**src/rtl/mmc1a_mapper.sv**
```systemverilog
// MMC1A bank-switching mapper: 5-bit serial register port plus PRG/CHR/mirroring decode.
// Optional `MMC1A_SRAM_GATE_EN: PRG bit 4 gates the SRAM enable (MMC1B-style).
module mmc1a_mapper (
  input  logic M2,
  input  logic nRES,
  input  logic nROMSEL,
  input  logic CPU_RnW,
  input  logic CPU_D0,
  input  logic CPU_D7,
  input  logic CPU_A13,
  input  logic CPU_A14,
  input  logic PPU_A10,
  input  logic PPU_A11,
  input  logic PPU_A12,
  output logic PRG_A14,
  output logic PRG_A15,
  output logic PRG_A16,
  output logic PRG_A17,
  output logic CHR_A12,
  output logic CHR_A13,
  output logic CHR_A14,
  output logic CHR_A15,
  output logic CHR_A16,
  output logic PRG_nCE,
  output logic SRAM_CE,
  output logic CIRAM_A10
);

  // Only four bits of history are needed: the fifth bit comes straight from CPU_D0.
  logic [3:0] sr_q, sr_d;
  logic [2:0] cnt_q, cnt_d;
  logic       w_prev_q, w_prev_d;
  logic [4:0] ctrl_q, ctrl_d;
  logic [4:0] chr0_q, chr0_d;
  logic [4:0] chr1_q, chr1_d;
  logic [4:0] prg_q, prg_d;

  logic       w_now;
  logic       accept;
  logic [4:0] load_val;

  assign w_now    = ~nROMSEL & ~CPU_RnW;
  assign accept   = w_now & ~w_prev_q;
  assign load_val = {CPU_D0, sr_q};

  always_comb begin
    sr_d     = sr_q;
    cnt_d    = cnt_q;
    w_prev_d = w_now;
    ctrl_d   = ctrl_q;
    chr0_d   = chr0_q;
    chr1_d   = chr1_q;
    prg_d    = prg_q;
    if (accept) begin
      if (CPU_D7) begin
        sr_d        = 4'b0000;
        cnt_d       = 3'd0;
        ctrl_d[3:2] = 2'b11;
      end else if (cnt_q == 3'd4) begin
        sr_d  = 4'b0000;
        cnt_d = 3'd0;
        unique case ({CPU_A14, CPU_A13})
          2'b00:   ctrl_d = load_val;
          2'b01:   chr0_d = load_val;
          2'b10:   chr1_d = load_val;
          default: prg_d  = load_val;
        endcase
      end else begin
        sr_d  = {CPU_D0, sr_q[3:1]};
        cnt_d = cnt_q + 3'd1;
      end
    end
  end

  always_ff @(posedge M2 or negedge nRES) begin
    if (!nRES) begin
      sr_q     <= 4'b0000;
      cnt_q    <= 3'd0;
      w_prev_q <= 1'b0;
      ctrl_q   <= 5'b01100;
      chr0_q   <= 5'b00000;
      chr1_q   <= 5'b00000;
      prg_q    <= 5'b00000;
    end else begin
      sr_q     <= sr_d;
      cnt_q    <= cnt_d;
      w_prev_q <= w_prev_d;
      ctrl_q   <= ctrl_d;
      chr0_q   <= chr0_d;
      chr1_q   <= chr1_d;
      prg_q    <= prg_d;
    end
  end

  always_comb begin
    unique case (ctrl_q[1:0])
      2'd0:    CIRAM_A10 = 1'b0;
      2'd1:    CIRAM_A10 = 1'b1;
      2'd2:    CIRAM_A10 = PPU_A10;
      default: CIRAM_A10 = PPU_A11;
    endcase
  end

  always_comb begin
    if (ctrl_q[4]) begin
      {CHR_A16, CHR_A15, CHR_A14, CHR_A13, CHR_A12} = PPU_A12 ? chr1_q : chr0_q;
    end else begin
      {CHR_A16, CHR_A15, CHR_A14, CHR_A13} = chr0_q[4:1];
      CHR_A12 = PPU_A12;
    end
  end

  // PRG_A17 bypasses the fixed-bank logic: it selects the 256 KB half in every mode.
  always_comb begin
    PRG_A17 = prg_q[3];
    unique case (ctrl_q[3:2])
      2'b10:   {PRG_A16, PRG_A15, PRG_A14} = CPU_A14 ? prg_q[2:0] : 3'b000;
      2'b11:   {PRG_A16, PRG_A15, PRG_A14} = CPU_A14 ? 3'b111 : prg_q[2:0];
      default: {PRG_A16, PRG_A15, PRG_A14} = {prg_q[2:1], CPU_A14};
    endcase
  end

  assign PRG_nCE = nROMSEL;

`ifdef MMC1A_SRAM_GATE_EN
  assign SRAM_CE = nROMSEL & CPU_A14 & CPU_A13 & ~prg_q[4];
`else
  logic unused_prg4;
  assign unused_prg4 = prg_q[4];
  assign SRAM_CE     = nROMSEL & CPU_A14 & CPU_A13;
`endif

endmodule

```
**config.mk**
```make
export PLATFORM = sky130hd
export DESIGN_NAME = mmc1a_mapper
export DESIGN_NICKNAME = d
export VERILOG_FILES = /design/src/rtl/mmc1a_mapper.sv
export SDC_FILE = /design/constraint.sdc
export NUM_CORES = 1
export LEC_CHECK = 0
export ABC_AREA = 1
export CORE_AREA = 2 2 53 55
export CTS_CLUSTER_SIZE = 30
export DETAILED_ROUTE_END_ITERATION = 6
export DIE_AREA = 0 0 55 57
export PLACE_DENSITY = 0.81
export RECOVER_POWER = 50
export SETUP_SLACK_MARGIN = 0.4
export SLEW_MARGIN = 5
export SYNTH_ARGS = -nofsm -noshare
export SYNTH_HDL_FRONTEND = slang
export SYNTH_SLANG_ARGS = --single-unit
```
**constraint.sdc**
```tcl
create_clock -name M2 -period 3.15 [get_ports M2]
set_input_delay 0.63 -clock M2 [delete_from_list [all_inputs] [get_ports M2]]
set_output_delay 0.63 -clock M2 [all_outputs]
set_load 0.02 [all_outputs]
```
==> results of run 1 <==
[where the power goes]
part / total (uW) / switching, uW / internal (uW)
logic: 146 / 87.5 / 58.9
clock network: 149 / 101 / 47.6
registers: 412 / 32.2 / 380
total: 707 / 221 / 487
[placed cells by master (no fill, tap or decap), drive strengths merged, types with 3 or more instances in the layout]
cell type and instances:
clkbuf 4, o21ai 18, nand3 4, dfrtp 25, inv 15, mux2 4, a21oi 4, nand2 73
dlymetal6s2s 3, nor2 13, clkdlybuf4s50 15
[flip-flops by register name, summed over array words and instances (netlist names)]
signal,cells
ctrl_q,5
chr0_q,5
chr1_q,5
cnt_q,3
prg_q,4
sr_q,4
w_prev_q,1
[through the flow]
stage / setup slack [ns] / utilization (%) / cells
2_1_floorplan: 1.34 / - / 169
3_3_place_gp: 0.369 / 62.3 / 220
3_5_place_dp: 0.308 / 62.3 / 220
4_1_cts: 0.437 / 63.4 / 224
5_1_grt: 0.413 / 62.6 / 224
6_report: 0.522 / 62.6 / 224
[worst max-delay path, cell delays in order]
cell,delay (ns)
clkdlybuf4s50_1,0.53
inv_1,0.12
nor2_1,0.12
clkdlybuf4s50_1,0.60
[path summary, 6_finish.rpt]
check                                      start                    end  slack, ns  depth (start not counted)
max in group asynchronous                   nRES  ctrl_q[1]$_DFFE_PN0P_       1.19                          2
hold / removal             ctrl_q[3]$_DFFE_PN1P_  ctrl_q[3]$_DFFE_PN1P_       0.51                          2
hold reg to reg            ctrl_q[3]$_DFFE_PN1P_  ctrl_q[3]$_DFFE_PN1P_       0.51                          2
setup / recovery                         CPU_A13                SRAM_CE       0.52                          4
setup reg to reg              w_prev_q$_DFF_PN0_  chr1_q[3]$_DFFE_PN0P_       1.46                          5
min in group asynchronous                   nRES   prg_q[2]$_DFFE_PN0P_       1.14                          2
[per-layer routing]
layer | up-vias | share of wire, % | GRT usage (%)
met5 | - | 0 | 0
met4 | 0 | 0.51 | 4.18
met3 | 2 | 4.4 | 5.50
met2 | 23 | 53 | 35.2
met1 | 548 | 42 | 25.9
li1 | 581 | - | -
[timing repair]
action,CTS,global route
buffers inserted,0,0
endpoints found under the setup margin,7,3
cloned,0,0
gates resized for setup,3,3
hold buffers,0,0
[cell families (layout without fill, tap and decap cells)]
logic type | Yosys count | after routing
mux | 4 | 4
buf+inv | 18 | 42
compound gates | 24 | 24
flops | 27 | 27
xor+xnor | 1 | 1
simple gates | 93 | 93
fa+ha+maj | 2 | 2
[synth_stat cells (all sizes together)]
library cell,instances,share of area [%]
nand2,73,21
dfrtp,25,45
o21ai,18,6.5
inv,15,4.1
nor2,13,5.0
a21oi,4,1.4
mux2,4,3.2
nand3,4,2.3
clkbuf,2,1.3
dfstp,2,3.8
ha,2,1.8
nand4,2,2.4
a31oi,1,0.45
buf,1,0.54
nor3,1,0.36
o21bai,1,0.54
xor2,1,0.63
[area by class of cell]
cell class,count,area share [%]
sequential,27,41.4
multi-input combinational,124,37.1
timing repair buffer,23,14.0
inverter,15,3.44
tap,31,2.37
clock buffer,3,1.38
clock inverter,1,0.306
==> results.ini, run 1 <==
[power]
powerDensity_nw_per_um2=432
power.total_uw=707
p_leak_uw=0.000945
ir_drop_uv=374

[die]
die_w_um=55
rows=19
dieArea_sq_um=3140
die-height_um=57
core_area_sq_um=2620
initial_core_util_pct=53.2
ios=23

[synthesis]
syn-cell-area_sq_um=1390
synth_xor_area_share_pct=0.630
synth.net_count=182
synth_compound_area_share_pct=8.91
yosysWarnings=0
muxShareOfSynthArea_pct=3.24
yosysSeqAreaShare_pct=48.8
syn_area_per_cell_sq_um=8.23
yosys.area_share.simple_pct=30.7
syn_inst=169
synth_top_family_by_area=simple AND/OR/NAND/NOR gates
synth_fa_ha_area_share_pct=1.80
synth_cell_type_count=26
synth_seq_cells=27

[drt]
viasPerCell=5.15
dr.pass1.iters=4
drt-total-wl_mm=2.72
route.detailed.wl_per_inst_um=12.1
drt_iter0_markers=30
vias=1154
drt_drc_violations_left=0
antenna_left=0

[global_routing]
grt_pass1_wl_mm=4.78
grt_start_max_net_pins=28
grt_pass1_vias=1106
overflow=0
grt_use_total_pct=20.6
antenna_found_initial=0

[clocking]
htree_num_levels=1
clk_pin_slew_ns=0.14
clockBufferDepth=2
cts-buffers-inserted=3
cts.sinks=27
clock-root-buffer=clkbuf_4
tritoncts=done
clk_latency_ns=0.32

[placed_design]
dpl_cell_area_sq_um=1630
port_buffers=22
place_hpwl_mm=2.06
gp_congestion=0.780

[sta]
layout_min_cycle_time_ns=2.63
worst_pin_slew_ns=1.41
maxSlewHeadroom_pct=6.08
slew_viol_final=0
fmax_mhz=380
rsz0062_at_grt=false
finalHoldViolCount=0
skew_ns=0.00514
whs_ns=0.511
setup_tns_ns=0
setup_violations=0
post-route-period-util_pct=83.4

[worst_setup_path]
cp-end-kind=output port
crit_required_ns=2.52
critPathKind=in -> out
worst_ep_arrival_time_ns=2.00
cp_max_fo=4
startpoint_type=primary input

[finish]
postLayoutCellArea_sq_um=1640
drive_gt1_share_pct=9.33
fill_cells=235
antenna_cells=0
syn_to_final_growth_pct=17.7
fin_nets=207
multi_input_area_sq_um=607
register_area_sq_um=678

[min_path]
worstHoldPathType=reg -> reg

[flow_run]
cap_violations=0

[status]
status=completed

Power figures use the tool's default switching activity.
==> run 2: changes to the inputs <==
Settings changed: CORE_AREA 2 2 53 55 to 2 2 55 57, DIE_AREA 0 0 55 57 to 0 0 57 59, PLACE_DENSITY 0.81 to 0.76.
Clock period 3.15 ns to 2.55 ns, I/O delays scaled along.
==> results.ini, run 2 (same netlist as run 1, synthesis figures left out) <==
[status]
status=completed

[die]
rows=19  ; unchanged
core_area_sq_um=2710  ; +3.6%
die-height_um=59  ; +3.5%
die_w_um=57  ; +3.6%
dieArea_sq_um=3360  ; +7.3%
initial_core_util_pct=51.3  ; -1.9 points
ios=23  ; unchanged

[min_path]
worstHoldPathType=reg -> reg

[worst_setup_path]
cp-end-kind=output port
cp_max_fo=4  ; unchanged
max_stage_delay_ns=0.53  ; -0.07 ns
cpMaxStageDelayCell=clkdlybuf4s50_1
cp_cell_sequence=clkdlybuf4s50_1, inv_1, nor2_1, dlygate4sd2_1
startpoint_type=primary input
crit_required_ns=2.04  ; -0.48 ns
worst_ep_arrival_time_ns=1.59  ; -0.41 ns
critPathKind=in -> out

[placed_design]
dpl_cell_area_sq_um=1640  ; +0.46%
place_ws_ns=0.0160  ; -0.292 ns
dp_cells=221  ; +0.45%
place_hpwl_mm=2.08  ; +0.87%
port_buffers=22  ; unchanged
gp_congestion=0.803  ; +2.9%

[sta]
fmax_mhz=476
setup_violations=0  ; unchanged
rsz0062_at_grt=false
layout_min_cycle_time_ns=2.10
skew_ns=0.0129  ; +0.00780 ns
setup_ws_ns=0.447  ; -0.0740 ns
post-route-period-util_pct=82.5
slew_viol_final=0  ; unchanged
finalHoldViolCount=0  ; unchanged
setup_tns_ns=0  ; unchanged
maxSlewHeadroom_pct=7.08  ; +1.0 points
worst_pin_slew_ns=1.39  ; -0.0151 ns

[drt]
drt_iter0_markers=33  ; +10%
drt-total-wl_mm=2.76  ; +1.4%
vias=1153  ; -0.087%
dr.pass1.iters=6  ; +2
antenna_left=0  ; unchanged
drt_drc_violations_left=0  ; unchanged
viasPerCell=5.10  ; -0.97%
route.detailed.wl_per_inst_um=12.2  ; +0.46%

[power]
p_leak_uw=0.000931  ; -1.4%
powerDensity_nw_per_um2=536  ; +24%
ir_drop_uv=317  ; -15%
power.total_uw=875  ; +24%

[global_routing]
grt_pass1_vias=1126  ; +1.8%
grt_start_max_net_pins=28  ; unchanged
antenna_found_initial=0  ; unchanged
overflow=0  ; unchanged
grt_pass1_wl_mm=5.01  ; +4.8%
grt_use_total_pct=19.3  ; -1.4 points

[flow_run]
cap_violations=0  ; unchanged

[finish]
final_cell_count_no_fill=226  ; +0.89%
fin_nets=209  ; +0.97%
final_cell_mix=nand2_1 (70), dfrtp_1 (25), o21ai_0 (16)
postLayoutCellArea_sq_um=1630  ; -0.31%
drive_gt1_share_pct=11.8  ; +2.5 points
syn_to_final_growth_pct=17.4
fill_cells=259  ; +10%
antenna_cells=0  ; unchanged
final_common_cell=nand2_1
top_regs=chr0_q (5), chr1_q (5), ctrl_q (5)

[clocking]
htree_num_levels=1  ; unchanged
clockBufferDepth=2  ; unchanged
cts-buffers-inserted=3  ; unchanged
tritoncts=done
hold_buffers=0  ; unchanged
clk_latency_ns=0.34  ; +0.02 ns
cts.sinks=27  ; unchanged
clock-root-buffer=clkbuf_4
clk_pin_slew_ns=0.14  ; about the same

-- run 2: changes by cell type in the layout (fill, tap and decap cells not counted), sizes merged --
cell	change
buf	+3
clkbuf	+1
clkdlybuf4s15	+1
clkdlybuf4s50	-7
clkinv	-1
clkinvlp	+1
dlygate4sd2	+7
dlygate4sd3	-1
dlymetal6s2s	-2
-- run 2: worst paths after layout --
path	startpoint	end	slack, ns	cells after the start
worst max-delay path	CPU_A13	SRAM_CE	0.45	4
worst min-delay path	ctrl_q[3]$_DFFE_PN1P_	ctrl_q[3]$_DFFE_PN1P_	0.49	2
worst max register to register	w_prev_q$_DFF_PN0_	chr0_q[3]$_DFFE_PN0P_	0.94	5
worst min register to register	ctrl_q[3]$_DFFE_PN1P_	ctrl_q[3]$_DFFE_PN1P_	0.49	2
max in group asynchronous	nRES	w_prev_q$_DFF_PN0_	0.74	2
min in group asynchronous	nRES	chr0_q[1]$_DFFE_PN0P_	1.00	2
-- run 2: through the flow --
stage	hold WS, ns	utilization, %
2_1_floorplan	0.214	-
3_3_place_gp	0.466	60.4
3_5_place_dp	0.472	60.4
4_1_cts	0.492	61.6
5_1_grt	0.515	60.2
6_report	0.493	60.2
-- run 2: timing repair --
item,CTS,global route
setup buffers,1,0
setup endpoints to repair,11,4
gates resized for setup,22,2
pin swaps,1,0
-- run 2: final cells by class --
class / count / area, sq um / area share, %
clock inverter: 1 / 7.51 / 0.460
sequential: 27 / 678 / 41.6
clock buffer: 3 / 22.5 / 1.38
inverter: 15 / 56.3 / 3.45
tap: 31 / 38.8 / 2.38
multi-input combinational: 124 / 604 / 37.0
timing repair buffer: 25 / 224 / 13.7
-- run 2: where the power goes --
group / leakage [uW] / switching [uW] / total [uW] / internal, uW
sequential: 0.000364 / 40.3 / 510 / 469
combinational: 0.000553 / 105 / 173 / 68.1
clock: 0.0000139 / 131 / 192 / 60.2
-- run 2: metal layers --
| layer | part of all wire, % | vias to the layer above | track usage (%) |
|---|---|---|---|
| met4 | 2.7 | 0 | 10.6 |
| met3 | 3.3 | 7 | 2.18 |
| met2 | 50 | 14 | 31.9 |
| li1 | - | 583 | - |
| met5 | 0 | - | 0 |
| met1 | 44 | 549 | 25.0 |
-- run 2: critical path: cells and delay by family --
family	cells	cell delay, ns
buf+inv	3	0.98
simple gates	1	0.11
